### config.mk
export PLATFORM = sky130hd
export DESIGN_NAME = branch_redirect
export DESIGN_NICKNAME = d
export VERILOG_FILES = /design/src/rtl/branch_redirect.sv
export SDC_FILE = /design/constraint.sdc
export NUM_CORES = 1
export LEC_CHECK = 0
export ABC_CLOCK_PERIOD_IN_PS = 4200
export CAP_MARGIN = 15
export CORE_ASPECT_RATIO = 0.8
export CORE_MARGIN = 4
export CORE_UTILIZATION = 30
export CTS_BUF_LIST = sky130_fd_sc_hd__clkbuf_16
export DETAILED_ROUTE_END_ITERATION = 12
export GPL_TIMING_DRIVEN = 1
export HOLD_SLACK_MARGIN = 0.1
export PLACE_DENSITY = 0.56
export SLEW_MARGIN = 20
export SYNTH_ARGS = -nofsm -noshare
export SYNTH_HDL_FRONTEND = slang
export SYNTH_SLANG_ARGS = --single-unit
export TNS_END_PERCENT = 5
### constraint.sdc
create_clock -name clk -period 4.2 [get_ports clk]
set_input_delay 0.42 -clock clk [delete_from_list [all_inputs] [get_ports clk]]
set_output_delay 0.42 -clock clk [all_outputs]
set_load 0.05 [all_outputs]
### src/rtl/branch_redirect.sv
// branch_redirect
//   Fetch PC generator with EX-stage branch/jump redirect handling.
//   A taken branch resolved in EX either redirects the PC at once or, if
//   fetch is stalled, is parked until the stall clears. The cycle after a
//   redirect is applied is a squash cycle in which EX is ignored.
//
//   State table
//     state     | meaning
//     ----------+-----------------------------------------------------------
//     ST_RUN    | normal fetch; a taken EX branch is acted on here only
//     ST_PEND   | taken redirect parked in pend_pc_q, waiting for stall low
//     ST_SQUASH | one cycle after a redirect; EX holds a wrong-path op
//
// Ports
//   clk              in   clock, rising edge
//   rst_n            in   asynchronous active-low reset
//   stall            in   fetch stall, PC holds
//   halt             in   HALT retired, PC freezes (dominates stall)
//   ex_valid         in   EX holds a real instruction
//   ex_brchcnd       in   EX taken/jump decision
//   ex_target[15:0]  in   resolved target address
//   pc[15:0]         out  current fetch address
//   flush            out  squash IF/ID and ID/EX this cycle
//   redirect_pending out  a taken redirect is parked
//   redirect_cnt[7:0]out  number of redirects applied (wraps)
module branch_redirect (
  input  logic        clk,
  input  logic        rst_n,
  input  logic        stall,
  input  logic        halt,
  input  logic        ex_valid,
  input  logic        ex_brchcnd,
  input  logic [15:0] ex_target,
  output logic [15:0] pc,
  output logic        flush,
  output logic        redirect_pending,
  output logic [7:0]  redirect_cnt
);

  typedef enum logic [1:0] {
    ST_RUN    = 2'd0,
    ST_PEND   = 2'd1,
    ST_SQUASH = 2'd2
  } state_e;

  state_e      state_q, state_d;
  logic [15:0] pc_q, pc_d;
  logic [15:0] pend_pc_q, pend_pc_d;
  logic [7:0]  cnt_q, cnt_d;
  logic        flush_d;

  logic        advance;
  logic        take;
  logic [15:0] tgt_aligned;
  logic [15:0] pc_inc;

  assign advance     = ~stall & ~halt;
  assign take        = ex_valid & ex_brchcnd;
  // Instructions are halfword aligned; the target LSB is dropped.
  assign tgt_aligned = ex_target & 16'hFFFE;
  assign pc_inc      = pc_q + 16'd2;

  always_ff @(posedge clk or negedge rst_n) begin
    if (!rst_n) begin
      state_q   <= ST_RUN;
      pc_q      <= 16'h0000;
      pend_pc_q <= 16'h0000;
      cnt_q     <= 8'h00;
    end else begin
      state_q   <= state_d;
      pc_q      <= pc_d;
      pend_pc_q <= pend_pc_d;
      cnt_q     <= cnt_d;
    end
  end

  always_comb begin
    state_d   = state_q;
    pc_d      = pc_q;
    pend_pc_d = pend_pc_q;
    cnt_d     = cnt_q;
    flush_d   = 1'b0;
    case (state_q)
      ST_RUN: begin
        // halt blocks any redirect; the branch is simply not taken up.
        if (take && !halt) begin
          flush_d = 1'b1;
          if (!stall) begin
            pc_d    = tgt_aligned;
            cnt_d   = cnt_q + 8'd1;
            state_d = ST_SQUASH;
          end else begin
            pend_pc_d = tgt_aligned;
            state_d   = ST_PEND;
          end
        end else if (advance) begin
          pc_d = pc_inc;
        end
      end
      ST_PEND: begin
        if (advance) begin
          flush_d = 1'b1;
          pc_d    = pend_pc_q;
          cnt_d   = cnt_q + 8'd1;
          state_d = ST_SQUASH;
        end
      end
      ST_SQUASH: begin
        if (advance) begin
          pc_d = pc_inc;
        end
        state_d = ST_RUN;
      end
      default: begin
        state_d = ST_RUN;
      end
    endcase
  end

  // flush is combinational from EX inputs, so it is gated by reset to be
  // low the instant rst_n falls.
  assign flush            = flush_d & rst_n;
  assign redirect_pending = (state_q == ST_PEND);
  assign pc               = pc_q;
  assign redirect_cnt     = cnt_q;

endmodule
==> results of run 1 <==
synth_stat cells, types with 3 or more instances:
master    instances  area share, %
a211oi_1          4            1.1
a21oi_1          13            2.5
a221oi_1          3           0.99
a22oi_1           4            1.1
a31oi_1           3           0.71
and3_1            3           0.71
buf_2             7            1.3
clkbuf_1          9            1.3
dfrtp_1          40             38
ha_1              5            2.4
inv_1             6           0.85
mux2_2           20            8.5
nand2_1          31            4.4
nand2b_1          4           0.94
nand3_1           7            1.3
nand4_1          10            2.4
nor2_1           18            2.5
nor3_1            6            1.1
o21ai_0          16            3.0
o22ai_1           3           0.71
xnor2_1          13            4.3
xor2_1            4            1.3
critical path, delay by kind of cell:
kind | cells | cell delay, ns
buffers and inverters | 2 | 1.41
AOI/OAI and AO/OA | 1 | 0.22
and+or+nand+nor | 2 | 0.58
flip-flops by register name (all words and copies together), names as in the netlist:
register and flops:
pc 15, pend_pc_q 15, redirect_cnt 8, state_q 2
path summary, 6_finish.rpt:
check | start | end | slack (ns)
min | rst_n | pend_pc_q[9]$_DFFE_PN0P_ | 0.29
min reg2reg | redirect_cnt[7]$_DFFE_PN0P_ | redirect_cnt[7]$_DFFE_PN0P_ | 0.49
max | halt | flush | 1.14
max reg2reg | state_q[0]$_DFFE_PN0P_ | pc[11]$_DFFE_PN0P_ | 1.67
min in group clk | redirect_cnt[7]$_DFFE_PN0P_ | redirect_cnt[7]$_DFFE_PN0P_ | 0.49
max in group asynchronous | rst_n | pend_pc_q[4]$_DFFE_PN0P_ | 3.55
layout make-up:
class,instances,area (sq um)
Clock buffer,5,125
Sequential cell,40,1000
Tap cell,112,140
Timing Repair Buffer,48,468
Multi-Input combinational cell,213,1510
Inverter,6,22.5
Clock inverter,3,13.8
Fill cell,873,5280
cells in the final DEF, fill, tap and decap left out, drive strengths merged, types with 2 or more instances in the layout:
cell type / count
nand4: 11
o21ai: 17
buf: 4
o31ai: 2
mux2i: 2
dfrtp: 40
nand3: 7
xor2: 4
or3: 2
o22ai: 3
clkdlybuf4s50: 44
nor4: 4
and3: 3
or2: 2
or4: 3
a211oi: 4
a221oi: 4
xnor2: 14
nand2: 31
nand2b: 4
clkinv: 3
inv: 6
mux2: 20
o211ai: 2
clkbuf: 5
nor3: 6
a21oi: 14
ha: 5
nand3b: 2
a22oi: 4
nor2: 18
o221a: 2
a31oi: 3
metal layers:
layer / GRT usage, % / part of all wire [%] / vias up
met5: 0 / 0 / -
met4: 4.20 / 1.1 / 0
met3: 3.43 / 5.7 / 5
met2: 21.8 / 45 / 55
met1: 20.0 / 48 / 1058
li1: - / - / 1102
cells by family after synthesis:
family,after synthesis,share of synthesized area [%]
AND/OR/NAND/NOR,101,21.6
flip-flops,40,37.8
other,1,0.141
multiplexers,22,9.25
buffers and inverters,28,5.28
AO/OA/AOI/OAI,66,17.4
adder cells (fa/ha/maj),5,2.36
XOR/XNOR,18,6.23
report_power, final:
group | switching [W] | internal [W]
Sequential | 0.000185 | 0.000556
Clock | 0.000151 | 0.000216
Combinational | 0.000868 | 0.000551
through the flow:
step	util [%]	area (sq um)	setup slack [ns]	power, W	hold WS [ns]
global route	38.3	3280	1.05	0.00273	0.336
CTS	38.3	3280	1.14	0.00255	0.304
floorplan	-	2650	0.972	0.00176	0.124
global placement	36.7	3140	1.24	0.00214	0.461
detailed placement	36.7	3140	1.17	0.00217	0.477
finish	38.3	3280	1.14	0.00253	0.285
==> run_results.csv, run 1 <==
group,metric,value,unit
outcome,run_status,"finished, final reports clean",
drt,antenna_left,0,
pwr,power_density,770,mW/mm^2
yosys,syn_area_per_cell,9.44,sq um
drt,drt-initial-drc-count,79,
setup_path,cp_max_fo,11,
clock_tree,cts_root_buf,"clkbuf_16",
finish,layout-drive-gt1-share,14.6,%
timing,timing.final.crit_share,72.8,%
setup_path,path_class,"input port to primary output",
finish,syn_to_final_growth,23.7,%
global_routing,grt_max_degree,41,
global_routing,grt_pass1_wl,11.9,mm
yosys,yosysWarnings,0,
floorplanning,row_count,30,
setup_path,crit_arrival,2.64,ns
timing,rsz0062_at_grt,"no",
yosys,yosysSeqAreaShare,37.8,%
timing,drv_slew,0,
timing,max_freq,327,MHz
clock_tree,postCtsHoldBufs,0,
placement,portBuffers,45,
setup_path,crit_chain,"clkdlybuf4s50_1 > nor2_1 > nand2_1 > a21boi_0 > clkdlybuf4s50_1",
setup_path,cpPeakStageDelay,0.84,ns
timing,relSlewSlack,26.8,%
floorplanning,die_y,92.1,microns
finish,layout.cells.non_filler,427,
flow_run,cap_violations,0,
global_routing,grt.overflow.total,0,
clock_tree,clk_pin_slew,0.06,ns
drt,viasPerCell,5.20,
clock_tree,clkSinkCount,40,
yosys,synth_fp_nets,308,
finish,nets,341,
pwr,peakVddDrop,314,uV
clock_tree,cts_setup_buffers,0,
timing,min_period,3.06,ns
drt,drc,0,
clock_tree,cts_buffer_depth,2,
yosys,yosysUniqueCellTypes,63,
hold_path,hold_class,"input port to asynchronous set/reset pin",
yosys,synthCells,281,
clock_tree,cts_resized,0,
yosys,async_flop_share,100,%
global_routing,grt_pass1_vias,2252,
placement,placedCellCount,419,
timing,tightest_slew,1.10,ns
yosys,synth-edff-count,0,
floorplanning,boundaryPins,48,
setup_path,start_kind,"input port",
clock_tree,h-tree-depth,2,
floorplanning,initial_core_util,31.0,%
finish,antenna_cells,0,
setup_path,critPathMostFrequentCell,"clkdlybuf4s50_1",
timing,final-hold-violation-count,0,
clock_tree,cts-buffers-inserted,5,
drt,vias,2220,
setup_path,critical_path.slowest_cell,"clkdlybuf4s50_1",
drt,drt_wl_total,7.09,mm
setup_path,endpoint_kind,"primary output",
timing,setup_viol,0,
timing,fin_setup_tns,0,ns
yosys,ys_ff_latch,40,
setup_path,cp_data_required_time,3.78,ns
placement,dpl.hpwl,5.00,mm
timing,fin_skew,0.00319,ns
placement,routabilityCongestion,0.809,
floorplanning,dieArea,0.0104,sq mm
yosys,synth-main-ff-cell,"dfrtp_1",
floorplanning,die_x,113,microns
floorplanning,core,0.00856,sq mm
clock_tree,cts_tree,"done",
drt,wl_per_cell,16.6,microns
clock_tree,worstSkewPairLatency,0.28,ns
yosys,synthesis.area,0.00265,sq mm
pwr,p_leak,1.28,nW
setup_path,reg2regPathDepth,6,
global_routing,grt_usage,14.3,%
drt,drt_pass1_iterations,4,
global_routing,grt_antenna_before_repair,0,
(Power assumes the default switching activity.)
==> run 2: changes to the inputs <==
--- a/config.mk
+++ b/config.mk
@@ -5,7 +5,7 @@
 export SDC_FILE = /design/constraint.sdc
 export NUM_CORES = 1
 export LEC_CHECK = 0
-export ABC_CLOCK_PERIOD_IN_PS = 4200
+export ABC_CLOCK_PERIOD_IN_PS = 3200
 export CAP_MARGIN = 15
 export CORE_ASPECT_RATIO = 0.8
 export CORE_MARGIN = 4
==> constraint.sdc (replaced) <==
create_clock -name clk -period 3.2 [get_ports clk]
set_input_delay 0.32 -clock clk [delete_from_list [all_inputs] [get_ports clk]]
set_output_delay 0.32 -clock clk [all_outputs]
set_load 0.05 [all_outputs]
==> run_results.csv, run 2 (same netlist as run 1, synthesis figures left out) <==
group,metric,value,unit
drt,drc,0,
placement,placed_area,0.00318,sq mm
timing,final-hold-violation-count,0,
placement,post-place-ws,0.556,ns
flow_run,cap_violations,0,
finish,syn_to_final_growth,25.0,%
timing,setup_viol,0,
timing,timing.final.crit_share,74.7,%
timing,drv_slew,0,
floorplanning,row_count,30,
timing,max_freq,418,MHz
clock_tree,postCtsHoldBufs,0,
setup_path,cp_max_fo,18,
pwr,power_density,1000,mW/mm^2
drt,vias,2254,
timing,fin_skew,0.00402,ns
finish,antenna_cells,0,
pwr,peakVddDrop,422,uV
clock_tree,cts_resized,0,
hold_path,hold_class,"input port to asynchronous set/reset pin",
floorplanning,boundaryPins,48,
setup_path,r2r_setup_slack,0.81,ns
drt,drt-initial-drc-count,104,
timing,holdWs,0.185,ns
setup_path,timing.rr.start,"state_q[0]$_DFFE_PN0P_",
drt,antenna_left,0,
setup_path,r2r-end,"pc[9]$_DFFE_PN0P_",
pwr,p_leak,1.31,nW
global_routing,grt_antenna_before_repair,0,
setup_path,critical_path.slowest_cell,"o221ai_2",
setup_path,path_class,"flop to flop",
setup_path,critPathMostFrequentCell,"o21ai_0",
floorplanning,initial_core_util,31.0,%
global_routing,grt_pass1_wl,12.1,mm
clock_tree,cts_buffer_depth,2,
finish,mostFrequentLayoutCell,"clkdlybuf4s50_1",
timing,relSlewSlack,44.6,%
drt,drt_wl_total,7.18,mm
floorplanning,core,0.00856,sq mm
timing,tightest_slew,0.832,ns
pwr,total_power,0.00331,W
clock_tree,clkSinkCount,40,
setup_path,crit_chain,"inv_1 > ha_1 > nand4b_1 > o221ai_2 > o21ai_0 > a21oi_1 > o21ai_0",
placement,routabilityCongestion,0.813,
setup_path,path_depth,7,
timing,rsz0062_at_grt,"no",
finish,nets,346,
clock_tree,cts_setup_buffers,0,
clock_tree,worstSkewPairLatency,0.28,ns
finish,layout-drive-gt1-share,15.6,%
setup_path,crit_buf_inv,1,
timing,min_period,2.39,ns
outcome,run_status,"finished, final reports clean",
global_routing,grt_pass1_vias,2301,
finish,nFillCells,875,
floorplanning,die_x,113,microns
floorplanning,die_y,92.1,microns
setup_path,critPathTopFamily,"compound AO/OA/AOI/OAI gates",
clock_tree,cts-buffers-inserted,5,
global_routing,grt.overflow.total,0,
placement,dpl.hpwl,5.13,mm
finish,final_cell_mix,"43 x clkdlybuf4s50_1, 40 x dfrtp_1, 31 x nand2_1, 20 x mux2_2, 18 x nor2_1",
clock_tree,h-tree-depth,2,
drt,viasPerCell,5.22,
clock_tree,cts_root_buf,"clkbuf_16",
timing,fin_setup_tns,0,ns
setup_path,crit_arrival,2.56,ns
setup_path,cpPeakStageDelay,0.74,ns
clock_tree,cts_tree,"done",
setup_path,cp_data_required_time,3.37,ns
timing,postLayoutSetupSlackWorst,0.808,ns
drt,wl_per_cell,16.6,microns
finish,stdcell_area,0.00331,sq mm
global_routing,grt_max_degree,41,
setup_path,endpoint_kind,"flop",
clock_tree,clk_pin_slew,0.06,ns
global_routing,grt_usage,14.4,%
drt,drt_pass1_iterations,4,
setup_path,start_kind,"flop",
floorplanning,dieArea,0.0104,sq mm
setup_path,reg2regPathDepth,7,
placement,portBuffers,45,
run 2: cell count changes in the layout (fill, tap and decap cells not counted), sizes merged:
cell	change
buf	+6
clkinv	-2
clkdlybuf4s50	-1
inv	+2
run 2: final cells by class:
type / instances / area (sq um) / area share [%]
Timing Repair Buffer: 53 / 503 / 15.2
Multi-Input combinational cell: 213 / 1510 / 45.6
Sequential cell: 40 / 1000 / 30.2
Clock buffer: 5 / 125 / 3.78
Tap cell: 112 / 140 / 4.23
Inverter: 6 / 22.5 / 0.680
Clock inverter: 3 / 11.3 / 0.340
run 2: worst max path at each step:
stage	from	endpoint	slack, ns
finish	state_q[0]$_DFFE_PN0P_	pc[9]$_DFFE_PN0P_	0.81
global route	state_q[0]$_DFFE_PN0P_	pc[9]$_DFFE_PN0P_	0.52
CTS	state_q[0]$_DFFE_PN0P_	pc[9]$_DFFE_PN0P_	0.77
floorplan	state_q[1]$_DFFE_PN0P_	flush	0.07
detailed placement	halt	pc[12]$_DFFE_PN0P_	0.56
global placement	halt	pc[12]$_DFFE_PN0P_	0.58
run 2: routing by layer:
layer | part of all wire (%) | vias to the layer above | track usage (%)
met1 | 50 | 1079 | 20.7
met3 | 4.9 | 8 | 2.97
met2 | 44 | 60 | 21.7
met4 | 1.1 | 0 | 4.10
li1 | - | 1107 | -
met5 | 0 | - | 0
run 2: per-stage QoR:
stage	instances	util, %
2_1_floorplan	281	-
3_3_place_gp	424	37.1
3_5_place_dp	424	37.1
4_1_cts	432	38.7
5_1_grt	432	38.7
6_report	432	38.7
run 2: power breakdown:
part / internal (W) / switching, W
clock: 0.000281 / 0.000197
sequential: 0.000730 / 0.000246
combinational: 0.000727 / 0.00113
total: 0.00174 / 0.00158
==> run 3: changes to the inputs <==
--- a/config.mk
+++ b/config.mk
@@ -5,7 +5,7 @@
 export SDC_FILE = /design/constraint.sdc
 export NUM_CORES = 1
 export LEC_CHECK = 0
-export ABC_CLOCK_PERIOD_IN_PS = 3200
+export ABC_CLOCK_PERIOD_IN_PS = 2400
 export CAP_MARGIN = 15
 export CORE_ASPECT_RATIO = 0.8
 export CORE_MARGIN = 4
==> constraint.sdc (replaced) <==
create_clock -name clk -period 2.4 [get_ports clk]
set_input_delay 0.24 -clock clk [delete_from_list [all_inputs] [get_ports clk]]
set_output_delay 0.24 -clock clk [all_outputs]
set_load 0.05 [all_outputs]
==> run_results.csv, run 3 (same netlist as run 1, synthesis figures left out) <==
group,metric,value,unit
pwr,total_power,0.00462,W
timing,min_period,2.09,ns
clock_tree,h-tree-depth,2,
setup_path,cp_max_fo,6,
global_routing,grt_pass1_vias,2344,
floorplanning,die_x,113,microns
global_routing,grt.overflow.total,0,
placement,portBuffers,45,
timing,rsz0062_at_grt,"no",
flow_run,cap_violations,0,
finish,multi_input_area,0.00152,sq mm
setup_path,start_kind,"flop",
finish,final_core_utilization,40.4,%
timing,timing.final.crit_share,87.1,%
hold_path,hold_class,"input port to asynchronous set/reset pin",
timing,max_freq,478,MHz
clock_tree,clkSinkCount,40,
global_routing,grt_usage,14.6,%
finish,final_cell_mix,"42 x clkdlybuf4s50_1, 40 x dfrtp_1, 31 x nand2_1, 23 x buf_4, 20 x mux2_2",
clock_tree,cts_setup_buffers,0,
global_routing,grt_max_degree,41,
placement,routabilityCongestion,0.798,
drt,vias,2351,
finish,antenna_cells,0,
finish,nets,361,
pwr,peakVddDrop,695,uV
floorplanning,initial_core_util,31.0,%
timing,drv_slew,0,
placement,dpl.hpwl,5.44,mm
finish,mostFrequentLayoutCell,"clkdlybuf4s50_1",
clock_tree,postCtsHoldBufs,0,
global_routing,grt_pass1_wl,12.2,mm
drt,drc,0,
timing,final-hold-violation-count,0,
timing,fin_skew,0.00486,ns
floorplanning,core,0.00856,sq mm
floorplanning,boundaryPins,48,
finish,layout.cells.non_filler,447,
global_routing,grt_antenna_before_repair,0,
setup_path,endpoint_kind,"flop",
outcome,run_status,"finished, final reports clean",
timing,tightest_slew,0.767,ns
timing,fin_setup_tns,0,ns
finish,syn_to_final_growth,30.4,%
clock_tree,clk_pin_slew,0.06,ns
finish,nFillCells,868,
timing,relSlewSlack,48.9,%
timing,setup_viol,0,
setup_path,cp_data_required_time,2.56,ns
drt,drt_wl_total,7.35,mm
floorplanning,die_y,92.1,microns
finish,layout-drive-gt1-share,20.9,%
floorplanning,row_count,30,
clock_tree,worstSkewPairLatency,0.28,ns
setup_path,crit_arrival,2.25,ns
placement,placed_area,0.00332,sq mm
drt,antenna_left,0,
finish,register_area,0.00100,sq mm
drt,drt-initial-drc-count,77,
setup_path,path_class,"flop to flop",
clock_tree,cts_buffer_depth,2,
placement,placedCellCount,439,
clock_tree,cts-buffers-inserted,5,
pwr,p_leak,1.39,nW
drt,drt_pass1_iterations,4,
pwr,power_density,1340,mW/mm^2
setup_path,r2r_setup_slack,0.31,ns
drt,viasPerCell,5.26,
floorplanning,dieArea,0.0104,sq mm
clock_tree,cts_resized,0,
clock_tree,cts_tree,"done",
drt,wl_per_cell,16.4,microns
clock_tree,cts_root_buf,"clkbuf_16",
finish,stdcell_area,0.00346,sq mm
[run 3: critical path: stages (launching register included)]
cell,delay (ns)
dfrtp_1,0.45
ha_1,0.22
and4bb_2,0.26
nand4_1,0.17
or4b_2,0.64
o311ai_0,0.11
o31ai_1,0.12
[run 3: final cells by class]
class | instances | share of cell area, %
inverter | 6 | 0.651
sequential | 40 | 29.0
multi-input combinational | 213 | 43.9
timing repair buffer | 68 | 18.5
clock buffer | 5 | 3.62
tap | 112 | 4.05
clock inverter | 3 | 0.398
[run 3: path summary, 6_finish.rpt]
| path | startpoint | to | cells after the start |
|---|---|---|---|
| worst max-delay path | pc[2]$_DFFE_PN0P_ | pc[7]$_DFFE_PN0P_ | 6 |
| worst min-delay path | rst_n | pc[14]$_DFFE_PN0P_ | 2 |
| worst max register to register | pc[2]$_DFFE_PN0P_ | pc[7]$_DFFE_PN0P_ | 6 |
| worst min register to register | redirect_cnt[7]$_DFFE_PN0P_ | redirect_cnt[7]$_DFFE_PN0P_ | 1 |
| max in group asynchronous | rst_n | pend_pc_q[12]$_DFFE_PN0P_ | 2 |
| min in group clk | redirect_cnt[7]$_DFFE_PN0P_ | redirect_cnt[7]$_DFFE_PN0P_ | 1 |
[run 3: layer usage]
metal / part of all wire (%) / GRT usage (%) / vias to the layer above
met5: 0 / 0 / -
met4: 1.6 / 4.90 / 0
met3: 6.8 / 3.56 / 9
met2: 43 / 21.7 / 72
met1: 49 / 20.5 / 1136
li1: - / - / 1134
[run 3: per-stage QoR]
step	hold slack, ns	setup WS, ns
final	0.0975	0.309
after global routing	0.175	0.132
after CTS	0.135	0.286
after detailed placement	0.435	0.0793
after global placement	0.428	0.0882
after floorplan	-0.0556	0.110
[run 3: power by group]
part,total [W],switching (W),internal (W),leakage [nW]
Sequential,0.00127,0.000301,0.000973,0.497
Combinational,0.00270,0.00159,0.00111,0.820
Clock,0.000650,0.000272,0.000378,0.0710
